==> src/rtl/alu_ctrl_pkg.sv <==
// Shared definitions for the ALU command sequencer: FSM state encoding,
// ALU function-group codes and per-group result byte counts.
package alu_ctrl_pkg;

  typedef enum logic [1:0] {
    IDLE  = 2'b00,
    ISSUE = 2'b01,
    WAIT  = 2'b10,
    SEND  = 2'b11
  } state_t;

  localparam logic [1:0] GRP_ARITH = 2'b00;
  localparam logic [1:0] GRP_LOGIC = 2'b01;
  localparam logic [1:0] GRP_CMP   = 2'b10;
  localparam logic [1:0] GRP_SHIFT = 2'b11;

  localparam int ARITH_BYTES  = 4;
  localparam int NARROW_BYTES = 2;

  // Arithmetic results use the full double-width result; all other groups
  // only produce meaningful data in the low operand-width bits.
  function automatic logic is_wide_group(input logic [1:0] grp);
    return (grp == GRP_ARITH);
  endfunction

endpackage

==> src/rtl/alu_res_serializer.sv <==
// Result serializer: captures an ALU result plus a byte count, then presents
// the bytes LSB-first on a valid/ready stream. last_done pulses (combinational)
// on the handshake of the final byte so the controller can return to idle.
module alu_res_serializer #(
  parameter int RES_WIDTH  = 32,
  parameter int BYTE_WIDTH = 8,
  localparam int NBYTES    = RES_WIDTH / BYTE_WIDTH,
  localparam int IDX_W     = $clog2(NBYTES),
  localparam int CNT_W     = $clog2(NBYTES + 1)
) (
  input  logic                  clk,
  input  logic                  rst_n,
  input  logic                  load,
  input  logic [RES_WIDTH-1:0]  load_res,
  input  logic [CNT_W-1:0]      load_cnt,
  output logic [BYTE_WIDTH-1:0] tx_data,
  output logic                  tx_valid,
  input  logic                  tx_ready,
  output logic                  last_done
);

  logic [RES_WIDTH-1:0]  res_q, res_d;
  logic [IDX_W-1:0]      idx_q, idx_d;
  logic [CNT_W-1:0]      cnt_q, cnt_d;
  logic [BYTE_WIDTH-1:0] data_q, data_d;
  logic                  valid_q, valid_d;
  logic [BYTE_WIDTH-1:0] res_bytes [NBYTES];
  logic                  hs;
  logic                  is_last;

  genvar gi;
  generate
    for (gi = 0; gi < NBYTES; gi++) begin : g_bytes
      assign res_bytes[gi] = res_q[gi*BYTE_WIDTH +: BYTE_WIDTH];
    end
  endgenerate

  assign hs        = valid_q & tx_ready;
  assign is_last   = ((CNT_W'(idx_q) + CNT_W'(1)) == cnt_q);
  assign last_done = hs & is_last;
  assign tx_data   = data_q;
  assign tx_valid  = valid_q;

  // Next-state: load presents byte 0 immediately; each handshake advances
  // the index, and the byte register only changes on a handshake so the
  // output is stable under backpressure.
  always_comb begin
    res_d   = res_q;
    idx_d   = idx_q;
    cnt_d   = cnt_q;
    data_d  = data_q;
    valid_d = valid_q;
    if (load) begin
      res_d   = load_res;
      idx_d   = '0;
      cnt_d   = load_cnt;
      data_d  = load_res[BYTE_WIDTH-1:0];
      valid_d = 1'b1;
    end else if (hs) begin
      if (is_last) begin
        valid_d = 1'b0;
      end else begin
        idx_d  = idx_q + 1'b1;
        data_d = res_bytes[idx_d];
      end
    end
  end

  // Serializer state registers with synchronous active-low reset.
  always_ff @(posedge clk) begin
    if (!rst_n) begin
      res_q   <= '0;
      idx_q   <= '0;
      cnt_q   <= '0;
      data_q  <= '0;
      valid_q <= 1'b0;
    end else begin
      res_q   <= res_d;
      idx_q   <= idx_d;
      cnt_q   <= cnt_d;
      data_q  <= data_d;
      valid_q <= valid_d;
    end
  end

endmodule

==> src/rtl/alu_cmd_ctrl.sv <==
// ALU command sequencer: accepts one command, drives the ALU until its result
// is valid, then streams the result bytes LSB-first to the TX path.
// Optional build macro ALU_TIMEOUT_EN adds a WAIT-state watchdog that pulses
// ERR and abandons the command if the ALU never answers.
module alu_cmd_ctrl
  import alu_ctrl_pkg::*;
#(
  parameter int DATA_WIDTH     = 16,
  parameter int FUN_WIDTH      = 4,
  parameter int BYTE_WIDTH     = 8,
  parameter int TIMEOUT_CYCLES = 8
) (
  input  logic                    CLK,
  input  logic                    RST,
  input  logic                    CMD_Valid,
  output logic                    CMD_Ready,
  input  logic [FUN_WIDTH-1:0]    CMD_FUN,
  input  logic [DATA_WIDTH-1:0]   CMD_A,
  input  logic [DATA_WIDTH-1:0]   CMD_B,
  output logic [DATA_WIDTH-1:0]   ALU_A,
  output logic [DATA_WIDTH-1:0]   ALU_B,
  output logic [FUN_WIDTH-1:0]    ALU_FUN,
  output logic                    ALU_EN,
  input  logic [2*DATA_WIDTH-1:0] ALU_OUT,
  input  logic                    ALU_OUT_Valid,
  output logic [BYTE_WIDTH-1:0]   TX_DATA,
  output logic                    TX_Valid,
  input  logic                    TX_Ready,
  output logic                    Busy,
  output logic                    ERR
);

  localparam int RES_BYTES = (2 * DATA_WIDTH) / BYTE_WIDTH;
  localparam int BCNT_W    = $clog2(RES_BYTES + 1);

  state_t                  state_q, state_d;
  logic [DATA_WIDTH-1:0]   alu_a_q, alu_a_d;
  logic [DATA_WIDTH-1:0]   alu_b_q, alu_b_d;
  logic [FUN_WIDTH-1:0]    alu_fun_q, alu_fun_d;
  logic                    alu_en_q, alu_en_d;
  logic                    err_q, err_d;
  logic                    cmd_hs;
  logic                    ser_load;
  logic [BCNT_W-1:0]       ser_cnt;
  logic                    ser_done;

`ifdef ALU_TIMEOUT_EN
  localparam int TO_W = $clog2(TIMEOUT_CYCLES + 1);
  logic [TO_W-1:0] to_cnt_q, to_cnt_d;
`else
  logic [31:0] unused_timeout_cfg;
  assign unused_timeout_cfg = TIMEOUT_CYCLES;
`endif

  assign CMD_Ready = RST & (state_q == IDLE);
  assign Busy      = RST & (state_q != IDLE);
  assign cmd_hs    = CMD_Valid & CMD_Ready;
  assign ALU_A     = alu_a_q;
  assign ALU_B     = alu_b_q;
  assign ALU_FUN   = alu_fun_q;
  assign ALU_EN    = alu_en_q;
  assign ERR       = err_q;
  assign ser_cnt   = is_wide_group(alu_fun_q[3:2]) ? BCNT_W'(ARITH_BYTES)
                                                   : BCNT_W'(NARROW_BYTES);

  alu_res_serializer #(
    .RES_WIDTH  (2 * DATA_WIDTH),
    .BYTE_WIDTH (BYTE_WIDTH)
  ) u_ser (
    .clk       (CLK),
    .rst_n     (RST),
    .load      (ser_load),
    .load_res  (ALU_OUT),
    .load_cnt  (ser_cnt),
    .tx_data   (TX_DATA),
    .tx_valid  (TX_Valid),
    .tx_ready  (TX_Ready),
    .last_done (ser_done)
  );

  // Sequencer next-state: latch command, enable ALU, wait for its result
  // (or watchdog expiry), hand the result to the serializer.
  always_comb begin
    state_d   = state_q;
    alu_a_d   = alu_a_q;
    alu_b_d   = alu_b_q;
    alu_fun_d = alu_fun_q;
    alu_en_d  = alu_en_q;
    err_d     = 1'b0;
    ser_load  = 1'b0;
`ifdef ALU_TIMEOUT_EN
    to_cnt_d  = to_cnt_q;
`endif
    case (state_q)
      IDLE: begin
        if (cmd_hs) begin
          alu_a_d   = CMD_A;
          alu_b_d   = CMD_B;
          alu_fun_d = CMD_FUN;
          alu_en_d  = 1'b1;
          state_d   = ISSUE;
        end
      end
      ISSUE: begin
        alu_en_d = 1'b1;
        state_d  = WAIT;
`ifdef ALU_TIMEOUT_EN
        to_cnt_d = '0;
`endif
      end
      WAIT: begin
        // A valid result takes priority over a watchdog expiry in the same cycle.
        if (ALU_OUT_Valid) begin
          ser_load = 1'b1;
          alu_en_d = 1'b0;
          state_d  = SEND;
        end
`ifdef ALU_TIMEOUT_EN
        else if (to_cnt_q == TO_W'(TIMEOUT_CYCLES - 1)) begin
          err_d    = 1'b1;
          alu_en_d = 1'b0;
          state_d  = IDLE;
        end else begin
          to_cnt_d = to_cnt_q + 1'b1;
        end
`endif
      end
      SEND: begin
        if (ser_done) begin
          state_d = IDLE;
        end
      end
      default: state_d = IDLE;
    endcase
  end

  // Sequencer registers; reset abandons any command in progress.
  always_ff @(posedge CLK) begin
    if (!RST) begin
      state_q   <= IDLE;
      alu_a_q   <= '0;
      alu_b_q   <= '0;
      alu_fun_q <= '0;
      alu_en_q  <= 1'b0;
      err_q     <= 1'b0;
`ifdef ALU_TIMEOUT_EN
      to_cnt_q  <= '0;
`endif
    end else begin
      state_q   <= state_d;
      alu_a_q   <= alu_a_d;
      alu_b_q   <= alu_b_d;
      alu_fun_q <= alu_fun_d;
      alu_en_q  <= alu_en_d;
      err_q     <= err_d;
`ifdef ALU_TIMEOUT_EN
      to_cnt_q  <= to_cnt_d;
`endif
    end
  end

endmodule

==> config.mk <==
export PLATFORM = sky130hd
export DESIGN_NAME = alu_cmd_ctrl
export DESIGN_NICKNAME = d
export VERILOG_FILES = /design/src/rtl/alu_ctrl_pkg.sv /design/src/rtl/alu_res_serializer.sv /design/src/rtl/alu_cmd_ctrl.sv
export SDC_FILE = /design/constraint.sdc
export NUM_CORES = 1
export LEC_CHECK = 0
export ABC_AREA = 1
export ABC_CLOCK_PERIOD_IN_PS = 2400
export CORE_MARGIN = 1.5
export CORE_UTILIZATION = 48
export CTS_CLUSTER_SIZE = 20
export DETAILED_ROUTE_END_ITERATION = 16
export GPL_ROUTABILITY_DRIVEN = 0
export HOLD_SLACK_MARGIN = 0.06
export PLACE_DENSITY_LB_ADDON = 0.3
export SLEW_MARGIN = 20
export SYNTH_ARGS = -nofsm -noshare
export SYNTH_HDL_FRONTEND = slang
export SYNTH_SLANG_ARGS = --single-unit
export TNS_END_PERCENT = 10
==> constraint.sdc <==
create_clock -name CLK -period 2.4 [get_ports CLK]
set_input_delay 0.48 -clock CLK [delete_from_list [all_inputs] [get_ports CLK]]
set_output_delay 0.48 -clock CLK [all_outputs]
set_load 0.05 [all_outputs]
==> reports/metrics.cfg <==
[status]
outcome=finished, final reports clean

[sta]
fin_worst_skew_ps=5.01
setup_viol=0
fmax_mhz=487
finalSetupTns_ps=0
finalMaxSlewViolations=0
relSlewSlack_pct=63.2
tightest_slew_ps=551
hold_viol=0
rsz0062_at_grt=no
post-route-period-util_pct=85.6
hold_slack_ps=466
min_period_ps=2050

[die]
rows=30
design.core.area_um2=6870
die_h_um=87.8
dieArea_um2=7710
die_width_um=87.8
start_util_pct=50.3
io_pins=122

[worst_setup_path]
arrival_ps=1570
reg2reg_slack_ps=520
slowest_delay_ps=860
crit_type=register to output port
critical_path_buf_inv_count=1
cp_top_family=buffers and inverters
cp-end-kind=output port
setup.worst_path.start_class=register
crit_required_ps=1920
cp_max_fo=3
slowest_stage=clkdlybuf4s50_1
crit_path_cell_trace=clkdlybuf4s50_1

[clocking]
cts_tree=yes
cts_hold_buffers=0
htreeDepth=3
insertion_delay_ps=340
root_buffer=clkbuf_8
clkSlewWorstSetupHoldPaths_ps=80
cts_buffers=9
cts_resized=0
clock_sinks=84
clock_path_buffers=2
cts_setup_buffers=0

[global_routing]
grt_overflow=0
grt_pass1_wl_um=14500
grt_pass1_vias=3266
grt_start_max_net_pins=53
antenna_found_initial=0
track_usage_pct=24.2

[detailed_routing]
firstDrtPassIters=4
vias=3425
via_per_inst=4.99
wl_per_cell_um=13.0
drc=0
drtAntennaViolNets=0
drt-total-wl_um=8940
drt_iter0_drc=185

[placed_design]
hpwl_um=6320
io_buffers=120
place_area_um2=4720

[yosys]
synth_most_common_cell=nand2_1
synth.yosys.seq_area_share_pct=48.7
synth_flop_cell=dfxtp_1
synth_top_area_share_pct=48.7
synthArstFlopShare_pct=0
synth_commonest_cells=147 x nand2_1, 84 x dfxtp_1, 72 x nor2_1
yosysWarnings=0
syn_area_per_cell_um2=7.25
netlist_instances=476
yosys-top-cells-area=dfxtp_1 49%, nand2_1 16%, nand3_1 9.4%
synth-seq-cells=84
synth_edf_count=0
syn_nets=555
syn_area_um2=3450
synth_cell_types=25
netlist.top_cell.by_area=dfxtp_1

[cells_and_area]
fin_util_pct=71.1
fin_area_um2=4880
num_antenna_cells=0
drive_gt1_share_pct=6.60
fillers=561
area_delta_synth_final_pct=41.4
nets=666

[power]
power.leakage_nw=2.11
p_total_mw=4.68
vdd_ir_drop_max_mv=0.587
p_per_area_nw_per_um2=958

[min_path]
hold_path.class=register to register

[run]
drv_cap=0

## flip-flops by register name (all words and copies together) (netlist names)
register,flops
ALU_FUN,4
ALU_EN,1
u_ser.idx_q,2
u_ser.cnt_q,2
u_ser.tx_valid,1
u_ser.res_q,32
ALU_A,16
ALU_B,16
state_q,2
u_ser.tx_data,8
## area by class of cell
cell class                 instances  area, µm²  share of cell area [%]
sequential                        84       1680                    34.5
timing repair buffer             129       1300                    26.6
tap                               96        120                    2.46
inverter                          13       53.8                    1.10
multi-input combinational        350       1570                    32.2
clock inverter                     6       32.5                   0.666
clock buffer                       9        124                    2.54
## cell usage in the layout, fill, tap and decap left out, types with 9 or more instances in the layout
cell type / n
nand3_1: 65
o21ai_0: 26
nand2_1: 147
nor2_1: 72
a21oi_1: 15
clkbuf_8: 9
dfxtp_1: 84
clkdlybuf4s50_1: 117
## layer usage
layer	part of all wire, %	track usage (%)
met3	9.1	8.95
met1	41	27.3
met5	0	0
met4	2.9	11.3
met2	47	40.8
## power by group
group,switching (mW),internal [mW],total [mW]
registers,0.171,1.68,1.85
logic,1.26,0.720,1.98
clock network,0.481,0.361,0.842
total,1.91,2.76,4.68
## worst paths after layout
kind / start / to / cells past startpoint
max reg2reg: state_q[0]$_SDFFE_PN0P_ / ALU_B[3]$_SDFFE_PN0P_ / 9
min: ALU_B[7]$_SDFFE_PN0P_ / ALU_B[7]$_SDFFE_PN0P_ / 2
max: ALU_FUN[2]$_SDFFE_PN0P_ / ALU_FUN[2] / 1
min reg2reg: ALU_B[7]$_SDFFE_PN0P_ / ALU_B[7]$_SDFFE_PN0P_ / 2
## per-stage QoR
step | std cells | setup slack (ps)
after floorplan | 476 | 370
after global placement | 672 | 545
after detailed placement | 672 | 483
after CTS | 687 | 326
after global routing | 687 | 273
final | 687 | 346
## cells by family (layout without fill, tap and decap cells)
logic type | Yosys count | after routing | share of synthesized area, %
simple gates | 299 | 299 | 36.4
flops | 84 | 84 | 48.7
compound gates | 43 | 43 | 6.67
buf+inv | 42 | 157 | 5.73
fa+ha+maj | 6 | 6 | 2.17
other cells | 1 | 1 | 0.109
xor+xnor | 1 | 1 | 0.254
No activity file was read; power rests on OpenSTA's default activity.
